==> src/rtl/edge_detector_dual.sv <==
// Per-bit rising/falling edge detector: combinational Mealy pulses in the cycle the
// change is sampled, and registered Moore pulses one clock later.

module edge_detector_dual_lane (
  input  logic clk,
  input  logic rst,
  input  logic in,
  output logic pos_mealy,
  output logic neg_mealy,
  output logic pos_moore,
  output logic neg_moore
);

  typedef enum logic [1:0] {S_LOW, S_RISING, S_HIGH, S_FALLING} state_e;

  logic   prev_q, prev_d;
  state_e state_q, state_d;

  always_comb begin
    prev_d  = in;
    state_d = state_q;
    case (state_q)
      S_LOW:     state_d = in ? S_RISING : S_LOW;
      S_RISING:  state_d = in ? S_HIGH   : S_FALLING;
      S_HIGH:    state_d = in ? S_HIGH   : S_FALLING;
      S_FALLING: state_d = in ? S_RISING : S_LOW;
      default:   state_d = S_LOW;
    endcase
  end

  always_ff @(posedge clk) begin
    if (!rst) begin
      prev_q  <= 1'b0;
      state_q <= S_LOW;
    end else begin
      prev_q  <= prev_d;
      state_q <= state_d;
    end
  end

  // rst gates the Mealy path so outputs drop the moment reset is applied.
  assign pos_mealy = rst & in & ~prev_q;
  assign neg_mealy = rst & ~in & prev_q;
  assign pos_moore = (state_q == S_RISING);
  assign neg_moore = (state_q == S_FALLING);

endmodule

module edge_detector_dual #(
  parameter int WIDTH = 1
) (
  input  logic             clk,
  input  logic             rst,
  input  logic [WIDTH-1:0] in,
  output logic [WIDTH-1:0] positive_edge,
  output logic [WIDTH-1:0] negative_edge,
  output logic [WIDTH-1:0] positive_edge_moore,
  output logic [WIDTH-1:0] negative_edge_moore
);

  for (genvar i = 0; i < WIDTH; i++) begin : g_lane
    edge_detector_dual_lane u_lane (
      .clk       (clk),
      .rst       (rst),
      .in        (in[i]),
      .pos_mealy (positive_edge[i]),
      .neg_mealy (negative_edge[i]),
      .pos_moore (positive_edge_moore[i]),
      .neg_moore (negative_edge_moore[i])
    );
  end

endmodule

==> config.mk <==
export PLATFORM = sky130hd
export DESIGN_NAME = edge_detector_dual
export DESIGN_NICKNAME = d
export VERILOG_FILES = /design/src/rtl/edge_detector_dual.sv
export SDC_FILE = /design/constraint.sdc
export NUM_CORES = 1
export LEC_CHECK = 0
export ABC_AREA = 1
export BUFFER_PORTS_ARGS = -buffer_cell sky130_fd_sc_hd__buf_2
export CORE_AREA = 3 3 40 42
export CTS_BUF_LIST = sky130_fd_sc_hd__clkbuf_8
export DETAILED_ROUTE_END_ITERATION = 7
export DIE_AREA = 0 0 43 45
export MAX_ROUTING_LAYER = met4
export SYNTH_ARGS = -nofsm -noshare
export SYNTH_HDL_FRONTEND = slang
export SYNTH_SLANG_ARGS = --single-unit
==> constraint.sdc <==
create_clock -name clk -period 1.3 [get_ports clk]
set_input_delay 0.26 -clock clk [delete_from_list [all_inputs] [get_ports clk]]
set_output_delay 0.26 -clock clk [all_outputs]
set_load 0.03 [all_outputs]
==> flow_summary.toml <==
[cells_and_area]
layoutNonFillerInstCount = 44
fill_cells = 145
seqCellArea_um2 = 60.1
final_cell_mix = "inv_1, buf_2, nand2_1"
area_delta_synth_final_pct = 67.0
fin_nets = 35
drive_above_1_share_pct = 34.5
multi_input_area_um2 = 61.3
antenna_cells = 0

[synthesis]
synthAdderAreaFrac_pct = 17.9
yosys.area.top_type = "dfxtp_1"
synthDistinctLibCells = 6
synth_top_family_by_area = "simple AND/OR/NAND/NOR gates"
ys.warnings.count = 0
syn_nets = 24
synth-xor-area-share_pct = 0
syn_area_per_cell_um2 = 7.38
synthTopCellsByArea = "dfxtp_1, ha_1, inv_1"
seq_area_frac_synth_pct = 42.9
syn-cell-area_um2 = 140
synth_compound_area_share_pct = 0
synth_cells = 19
ys_ff_latch = 3
synth.area.mux_share_pct = 0
synth_top_area_share_pct = 42.9
synth_simple_gate_area_share_pct = 25.9

[clock_network]
ctsResizeCount = 0
cts_hold_buffers = 0
clk_latency_ns = 0.21
clkSinkCount = 3
clock-root-buffer = "clkbuf_8"
cts.path.max_buffers = 2
cts_buffers = 3
postCtsSetupBuffers = 0
cts_tree = "built"
clkTransAtPathRegs_ns = 0.03
htreeDepth = 1

[drt]
drt_wl_total_um = 267
antenna_left = 0
vias = 134
first_iter_violations = 0
drt_first_pass_iters = 1
drc = 0
routedWlPerCell_um = 6.07
viasPerCell = 3.05

[setup_path]
reg2reg_slack_ns = 0.33
cp.arrival_ns = 0.90
crit_path_start_kind = "flip-flop"
worstSetupPathType = "flip-flop to output port"
reg2regPathDepth = 6
r2r-start = "g_lane[0].u_lane.state_q[1]"
cp-end-kind = "output port"
timing.rr.end = "g_lane[0].u_lane.state_q[0]"
crit_fanout = 2
cp.required_ns = 1.04

[timing]
rsz0062_at_grt = "no"
setup_tns_ns = 0
period_needed_ns = 1.16
slew_headroom_pct = 89.6
slew_viol_final = 0
hold_viol = 0
finalCritPeriodShare_pct = 89.4
worst_slew_pin_slew_ns = 0.157
timing.fmax_ghz = 0.860
skew_ns = 0.000544
setup_viol_count_final = 0

[floorplanning]
rows = 13
die_y_um = 45
io_pins = 7
die-area_mm2 = 0.00194
core_region_area_mm2 = 0.00128
die_x_um = 43
start_util_pct = 10.9

[run_status]
outcome = "finished, final reports clean"

[global_route]
grt_overflow = 0
antenna_found_initial = 0
grt_pass1_vias = 142
grt_max_degree = 5
grt.total_usage_pct = 4.80
grt_pass1_wl_um = 558

[min_path]
min-delay-start = "rst"
worstHoldPathCells = 3
min_path_type = "primary input to flip-flop"
hold_end = "g_lane[0].u_lane.prev_q"

[placement]
gp_congestion = 0.598
io_buffers = 6
dp_cells = 40

[power_and_ir_drop]
p_leak_uw = 0.000145
vdd_ir_drop_max_mv = 0.441
powerDensity_mw_per_mm2 = 2110

[run]
drv_cap = 0
==> metrics by stage <==
step	worst slack [ns]	instance area, µm²	utilization, %	total power (µW)	hold WS, ns
5_1_grt	0.0638	234	18.2	541	0.299
3_3_place_gp	0.339	189	14.7	228	0.492
3_5_place_dp	0.321	189	14.7	233	0.498
2_1_floorplan	0.285	140	-	210	0.371
6_report	0.137	234	18.2	493	0.276
4_1_cts	0.123	234	18.2	509	0.271
==> synth_stat cells <==
cell	instances
inv_1	5
nand2_1	5
dfxtp_1	3
nor2_1	3
ha_1	2
nor2_2	1
==> final cells by class <==
| cell class | count | share of cell area [%] |
|---|---|---|
| inverters | 5 | 8.02 |
| flip-flops and latches | 3 | 25.7 |
| multi-input cells | 11 | 26.2 |
| well taps | 15 | 8.02 |
| clock buffers | 3 | 17.6 |
| clock inverters | 1 | 1.60 |
| repair buffers | 6 | 12.8 |
==> layer usage <==
layer	vias up	track usage (%)	part of all wire (%)
met5	-	-	0
met1	55	4.09	49
met4	0	7.23	0
met3	0	3.98	13
li1	72	-	-
met2	7	5.09	38
==> kinds of logic (layout without fill, tap and decap cells) <==
family / after synthesis / in the layout
flops: 3 / 3
buf+inv: 5 / 15
fa+ha+maj: 2 / 2
simple gates: 9 / 9
==> worst max path at each step <==
stage                                            from                           to  slack, ns
after global routing      g_lane[0].u_lane.state_q[1]          positive_edge_moore       0.06
after CTS                 g_lane[0].u_lane.state_q[1]          positive_edge_moore       0.12
after global placement                             in                positive_edge       0.34
final                     g_lane[0].u_lane.state_q[1]          positive_edge_moore       0.14
after floorplan               g_lane[0].u_lane.prev_q                negative_edge       0.29
after detailed placement  g_lane[0].u_lane.state_q[1]  g_lane[0].u_lane.state_q[0]       0.32
==> state kept, by name, summed over array words and instances (netlist names) <==
register,count
g_lane.u_lane.state_q,2
g_lane.u_lane.prev_q,1
==> critical path: stages (launching register included) <==
cell     delay, ns
dfxtp_1       0.32
inv_1         0.04
ha_1          0.16
buf_2         0.17
==> power breakdown <==
part,total [µW],leakage (µW),switching (µW),internal [µW]
clock network,264,0.0000269,62.7,201
registers,120,0.0000250,8.88,111
logic,110,0.0000933,72.1,37.5
(Power assumes the default switching activity.)
